### src/rtl/div_share_ctrl.sv
// Two-client signed-division front end for a shared pipelined unsigned divider chain:
// round-robin issue with per-client credits, a tag pipe tracking the chain, and per-client response FIFOs.
`timescale 1ns/1ps
module div_share_ctrl #(
    parameter int WIDTH   = 32,
    parameter int LATENCY = 32,
    parameter int DEPTH   = 4
) (
    input  logic             CLK,
    input  logic             RST,
    input  logic             req0_valid,
    output logic             req0_ready,
    input  logic [WIDTH-1:0] req0_num,
    input  logic [WIDTH-1:0] req0_den,
    input  logic             req1_valid,
    output logic             req1_ready,
    input  logic [WIDTH-1:0] req1_num,
    input  logic [WIDTH-1:0] req1_den,
    output logic             rsp0_valid,
    input  logic             rsp0_ready,
    output logic [WIDTH-1:0] rsp0_quot,
    output logic [WIDTH-1:0] rsp0_rem,
    output logic             rsp0_err,
    output logic             rsp1_valid,
    input  logic             rsp1_ready,
    output logic [WIDTH-1:0] rsp1_quot,
    output logic [WIDTH-1:0] rsp1_rem,
    output logic             rsp1_err,
    output logic             div_start,
    output logic [WIDTH-1:0] div_q,
    output logic [WIDTH-1:0] div_m,
    output logic [WIDTH-1:0] div_accu,
    output logic             div_sign_num,
    output logic             div_sign_den,
    input  logic             div_done,
    input  logic [WIDTH-1:0] div_q_in,
    input  logic [WIDTH-1:0] div_accu_in,
    input  logic             div_sign_num_in,
    input  logic             div_sign_den_in,
    output logic             sync_err
);
    // Handshakes: a transfer happens on the rising edge where valid && ready are both high;
    // valid never waits on ready, ready may look at the other requester's valid, and
    // response data holds steady while valid is high and ready is low.
    localparam int CW = $clog2(DEPTH + 1);
    localparam int AW = $clog2(DEPTH);

    typedef struct packed { logic valid; logic id; logic div0; } tag_t;
    typedef struct packed { logic [WIDTH-1:0] quot; logic [WIDTH-1:0] rem; logic err; } rsp_t;

    logic [1:0]       req_valid, rsp_ready, credit, can_issue, grant, ready, issue, rsp_valid, pop, push;
    logic [WIDTH-1:0] req_num [2];
    logic [WIDTH-1:0] req_den [2];
    logic [CW-1:0]    cnt_q [2];
    logic [CW-1:0]    cnt_d [2];
    logic             prio_q, prio_d, sel;
    logic [WIDTH-1:0] sel_num, sel_den;
    logic             div_start_q, iss_id_q, iss_div0_q, sign_num_q, sign_den_q;
    logic [WIDTH-1:0] div_q_q, div_m_q;
    tag_t             tag_q [LATENCY];
    tag_t             tag_out;
    rsp_t             ret;
    rsp_t             mem_q [2][DEPTH];
    logic [AW:0]      wptr_q [2];
    logic [AW:0]      rptr_q [2];
    logic             sync_err_q;

    function automatic logic [WIDTH-1:0] mag(input logic [WIDTH-1:0] x);
        return x[WIDTH-1] ? -x : x;
    endfunction

    assign req_valid  = {req1_valid, req0_valid};
    assign rsp_ready  = {rsp1_ready, rsp0_ready};
    assign req_num[0] = req0_num;
    assign req_num[1] = req1_num;
    assign req_den[0] = req0_den;
    assign req_den[1] = req1_den;

    always_comb begin
        credit    = '0;
        can_issue = '0;
        for (int k = 0; k < 2; k++) begin
            credit[k]    = cnt_q[k] < CW'(DEPTH);
            can_issue[k] = req_valid[k] && credit[k];
        end
        // A requester is locked out only when the other one can issue and holds priority.
        grant[0] = !(can_issue[1] && prio_q);
        grant[1] = !(can_issue[0] && !prio_q);
        ready    = RST ? 2'b00 : (credit & grant);
        issue    = req_valid & ready;
        sel      = issue[1];
        sel_num  = req_num[sel];
        sel_den  = req_den[sel];
        prio_d   = (|issue) ? ~sel : prio_q;
    end

    always_ff @(posedge CLK) begin
        if (RST) begin
            div_start_q <= 1'b0;
            div_q_q     <= '0;
            div_m_q     <= '0;
            sign_num_q  <= 1'b0;
            sign_den_q  <= 1'b0;
            iss_id_q    <= 1'b0;
            iss_div0_q  <= 1'b0;
            prio_q      <= 1'b0;
        end else begin
            div_start_q <= |issue;
            prio_q      <= prio_d;
            if (|issue) begin
                div_q_q    <= mag(sel_num);
                div_m_q    <= mag(sel_den);
                sign_num_q <= sel_num[WIDTH-1];
                sign_den_q <= sel_den[WIDTH-1];
                iss_id_q   <= sel;
                iss_div0_q <= (sel_den == '0);
            end
        end
    end

    // Stage 0 is loaded alongside div_start, so the last stage lines up with div_done.
    always_ff @(posedge CLK) begin
        if (RST) begin
            for (int i = 0; i < LATENCY; i++) tag_q[i] <= '0;
        end else begin
            tag_q[0] <= {div_start_q, iss_id_q, iss_div0_q};
            for (int i = 1; i < LATENCY; i++) tag_q[i] <= tag_q[i-1];
        end
    end

    assign tag_out = tag_q[LATENCY-1];

    always_comb begin
        ret.quot = (div_sign_num_in ^ div_sign_den_in) ? -div_q_in : div_q_in;
        ret.rem  = div_sign_num_in ? -div_accu_in : div_accu_in;
        ret.err  = tag_out.div0;
        // With a zero divisor the chain leaves |num| in ACCU, so rem rebuilds the dividend.
        if (tag_out.div0) ret.quot = '1;
        push              = '0;
        push[tag_out.id]  = tag_out.valid;
    end

    always_comb begin
        rsp_valid = '0;
        for (int k = 0; k < 2; k++) rsp_valid[k] = (wptr_q[k] != rptr_q[k]);
        pop = rsp_valid & rsp_ready;
        for (int k = 0; k < 2; k++) cnt_d[k] = cnt_q[k] + CW'(issue[k]) - CW'(pop[k]);
    end

    always_ff @(posedge CLK) begin
        if (RST) begin
            for (int k = 0; k < 2; k++) begin
                wptr_q[k] <= '0;
                rptr_q[k] <= '0;
                cnt_q[k]  <= '0;
            end
            sync_err_q <= 1'b0;
        end else begin
            for (int k = 0; k < 2; k++) begin
                if (push[k]) wptr_q[k] <= wptr_q[k] + (AW+1)'(1);
                if (pop[k])  rptr_q[k] <= rptr_q[k] + (AW+1)'(1);
                cnt_q[k] <= cnt_d[k];
            end
            if (div_done != tag_out.valid) sync_err_q <= 1'b1;
        end
    end

    always_ff @(posedge CLK) begin
        for (int k = 0; k < 2; k++) begin
            if (push[k]) mem_q[k][wptr_q[k][AW-1:0]] <= ret;
        end
    end

    assign req0_ready   = ready[0];
    assign req1_ready   = ready[1];
    assign rsp0_valid   = rsp_valid[0];
    assign rsp1_valid   = rsp_valid[1];
    assign {rsp0_quot, rsp0_rem, rsp0_err} = mem_q[0][rptr_q[0][AW-1:0]];
    assign {rsp1_quot, rsp1_rem, rsp1_err} = mem_q[1][rptr_q[1][AW-1:0]];
    assign div_start    = div_start_q;
    assign div_q        = div_q_q;
    assign div_m        = div_m_q;
    assign div_accu     = '0;
    assign div_sign_num = sign_num_q;
    assign div_sign_den = sign_den_q;
    assign sync_err     = sync_err_q;

endmodule

### config.mk
export PLATFORM = sky130hd
export DESIGN_NAME = div_share_ctrl
export DESIGN_NICKNAME = d
export VERILOG_FILES = /design/src/rtl/div_share_ctrl.sv
export SDC_FILE = /design/constraint.sdc
export NUM_CORES = 1
export LEC_CHECK = 0
export ABC_CLOCK_PERIOD_IN_PS = 3350
export CAP_MARGIN = 20
export CORE_ASPECT_RATIO = 2
export CORE_MARGIN = 10
export CORE_UTILIZATION = 55
export CTS_CLUSTER_SIZE = 24
export DETAILED_ROUTE_END_ITERATION = 10
export PLACE_DENSITY_LB_ADDON = 0.08
export SYNTH_ARGS = -nofsm -noshare
export SYNTH_HDL_FRONTEND = slang
export SYNTH_SLANG_ARGS = --single-unit
### constraint.sdc
create_clock -name CLK -period 3.35 [get_ports CLK]
set_clock_uncertainty 0.05 [all_clocks]
set_input_delay 0.335 -clock CLK [delete_from_list [all_inputs] [get_ports CLK]]
set_output_delay 0.335 -clock CLK [all_outputs]
set_load 0.05 [all_outputs]
==> results of run 1 <==
[metal layers]
layer	up-vias	wire, um	track usage [%]
met3	212	7790	7.69
li1	8577	-	-
met4	24	4030	11.9
met2	897	47300	49.2
met5	-	157	0
met1	9749	31800	31.0
[metrics by stage]
stage                     area (um2)  hold slack, ns
after floorplan                29900           0.364
after global placement         35200           0.368
after detailed placement       35200           0.374
after CTS                      36900           0.144
after global routing           36900           0.177
final                          36900           0.185
[flip-flops by register name, indices dropped and copies added (netlist names), 6 cells and up]
register,flops
mem_q,520
div_m,32
div_q,32
tag_q,96
rptr_q,6
cnt_q,6
wptr_q,6
[cell type report]
type                    count  area share, %
clock buffers              73           4.14
multi-input cells        1172           26.4
inverters                  33          0.335
diodes                      2         0.0135
repair buffers            517           13.6
well taps                 671           2.27
clock inverters            32          0.654
flip-flops and latches    705           52.6
[worst min path at each step]
stage	slack, ns	end	depth (start not counted)	start
after global routing	0.18	div_q[25]	3	RST
after global placement	0.37	tag_q[0][3]	1	tag_q[0][0]
after detailed placement	0.37	tag_q[1][46]	1	tag_q[1][43]
final	0.19	div_q[25]	3	RST
after CTS	0.14	div_q[25]	3	RST
after floorplan	0.36	tag_q[0][10]	1	tag_q[0][7]
[cells in the final DEF, fill, tap and decap left out, drive strengths merged, types with 32 or more instances in the layout]
master	instances
edfxtp	532
clkdlybuf4s50	356
dfxtp	173
mux4	130
buf	117
nor2b	102
nand2	98
nor2	82
o21ai	76
clkbuf	73
xnor2	72
a21oi	67
mux2i	62
nor3	52
dlygate4sd2	44
xor2	40
nand2b	39
inv	35
nor4	34
conb	32
[repair_timing]
action,in CTS,in global routing
endpoints found under the setup margin,75,0
setup buffers,1,0
gates resized for setup,44,0
[power groups by stage]
| stage | Sequential [uW] | Clock [uW] | Combinational (uW) |
|---|---|---|---|
| 2_1_floorplan | 10600 | 0 | 2990 |
| 3_3_place_gp | 10100 | 0 | 5590 |
| 3_5_place_dp | 10100 | 0 | 5640 |
| 4_1_cts | 9910 | 6570 | 5600 |
| 5_1_grt | 9920 | 6880 | 5850 |
| 6_report | 9910 | 6450 | 5570 |
[cell families (layout without fill, tap and decap cells)]
| kind of cell | count (synthesis) | in the layout | share of synthesized area [%] |
|---|---|---|---|
| compound gates | 253 | 253 | 5.33 |
| xor+xnor | 112 | 112 | 3.29 |
| fa+ha+maj | 20 | 20 | 0.890 |
| buf+inv | 168 | 655 | 2.63 |
| flops | 705 | 705 | 65.2 |
| mux | 201 | 201 | 12.2 |
| other cells | 1 | 34 | 0.0126 |
| simple gates | 554 | 554 | 10.4 |
[critical path: stages, from the launching register on]
cell             delay, ns
edfxtp_1              0.55
buf_12                0.30
mux4_2                0.61
clkdlybuf4s50_1       0.73
==> impl_metrics.toml, run 1 <==
[finish]
multiInputGateArea_mm2 = 0.00976
drive_gt1_share_pct = 14.9
area_growth_pct = 23.9
regArea_mm2 = 0.0194
layoutNonFillerInstCount = 3205
fillCellCount = 3705
final_nets = 2707
finish.utilization_pct = 68.9

[setup_path]
crit_arrival_ns = 2.84
r2r_cells = 10
reg2reg_slack_ns = 0.42
crit_type = "reg2out"
start_kind = "flop"
reg2reg_from = "prio_q"
critPathMaxFanout = 28
crit_end = "rsp0_rem[23]"
end_kind = "output pin"
r2r_end = "div_m[28]"
required_ns = 2.96
critPathLaunch = "rptr_q[0][0]"

[power_and_ir_drop]
p_leak_uw = 0.0127
p_total_uw = 21900
p_int_uw = 15100
p_clk_share_pct = 29.4
power_density_mw_per_mm2 = 593
vdd_ir_drop_max_mv = 0.541
pwr-share-seq_pct = 45.2
power_frac_comb_pct = 25.4
p_sw_uw = 6840
sw_frac_of_total_pct = 31.2

[routing]
drt-total-wl_mm = 91.0
drc = 0
via_per_inst = 6.07
drtAntennaViolNets = 0
first_iter_violations = 1521
via_count = 19500
first_pass_iters = 5
wl_per_cell_um = 28.4

[clock_tree]
clkSinkCount = 705
htreeDepth = 2
cts_hold_buffers = 0
clock_latency_ns = 0.61
numCtsBuffers = 57
cts_tree = "built"
clkTransAtPathRegs_ns = 0.06
cts-root-buf = "clkbuf_16"
clk_path_buf_depth = 3

[sta]
drv_slew = 0
rsz0062_at_grt = "false"
hold_viol = 0
finalSetupViolations = 0
finalCriticalPeriod_ns = 3.22
tightestPinTransition_ns = 1.08
max_freq_ghz = 0.310
fin_crit_sh_pct = 96.2
slew_headroom_pct = 27.8
tns_ns = 0
fin_ws_ns = 0.127

[flow_run]
max_cap_viol_count = 0

[die]
coreArea_mm2 = 0.0536
die_area_mm2 = 0.0645
rows = 120
die_h_um = 349
io_pins = 435
start_util_pct = 55.6
die_w_um = 185

[placed_design]
dp_cells = 3097
gp_congestion = 0.973
dp_worst_setup_slack_ns = -0.105
dp_hpwl_mm = 65.7
portBuffers = 402

[yosys]
avgSynthCellArea_um2 = 14.8
yosysSeqAreaShare_pct = 65.2
synth_common_cells = "edfxtp_1 (532), dfxtp_1 (173), mux4_2 (130)"
synth_most_common_cell = "edfxtp_1"
yosysWarnings = 0
synth_ff_type = "edfxtp_1"
netlist_area_mm2 = 0.0298
synth.top_cell.area_share_pct = 53.6
postSynth.asyncResetShare_pct = 0
synth_edf_count = 532
yosysTopAreaCell = "edfxtp_1"
syn_inst = 2014
synth_cell_types = 77
synth_area_leaders = "edfxtp_1 (54%), dfxtp_1 (12%), mux4_2 (9.8%)"
ys_ff_latch = 705

[global_routing]
grt_first_pass_wirelength_mm = 133
grt_pass1_vias = 20300
grtUsageTotal_pct = 28.0
overflow = 0
antenna_found_initial = 15
grt_max_degree = 88

[min_path]
hold_class = "in2reg"

[run_status]
status = "finished, final reports clean"
Note: power is estimated with default switching activity, not from simulation.
==> run 2: changes to the inputs <==
--- a/config.mk
+++ b/config.mk
@@ -5,6 +5,7 @@
 export SDC_FILE = /design/constraint.sdc
 export NUM_CORES = 1
 export LEC_CHECK = 0
+export ABC_AREA = 0
 export ABC_CLOCK_PERIOD_IN_PS = 3350
 export CAP_MARGIN = 20
 export CORE_ASPECT_RATIO = 2
==> results of run 2 <==
Same layout as run 1: the final DEF is identical, and so are final timing and power.
==> run 3: changes to the inputs <==
--- a/config.mk
+++ b/config.mk
@@ -5,7 +5,6 @@
 export SDC_FILE = /design/constraint.sdc
 export NUM_CORES = 1
 export LEC_CHECK = 0
-export ABC_AREA = 0
 export ABC_CLOCK_PERIOD_IN_PS = 3350
 export CAP_MARGIN = 20
 export CORE_ASPECT_RATIO = 2
==> results of run 3 <==
Same layout as run 1: the final DEF is identical, and so are final timing and power.
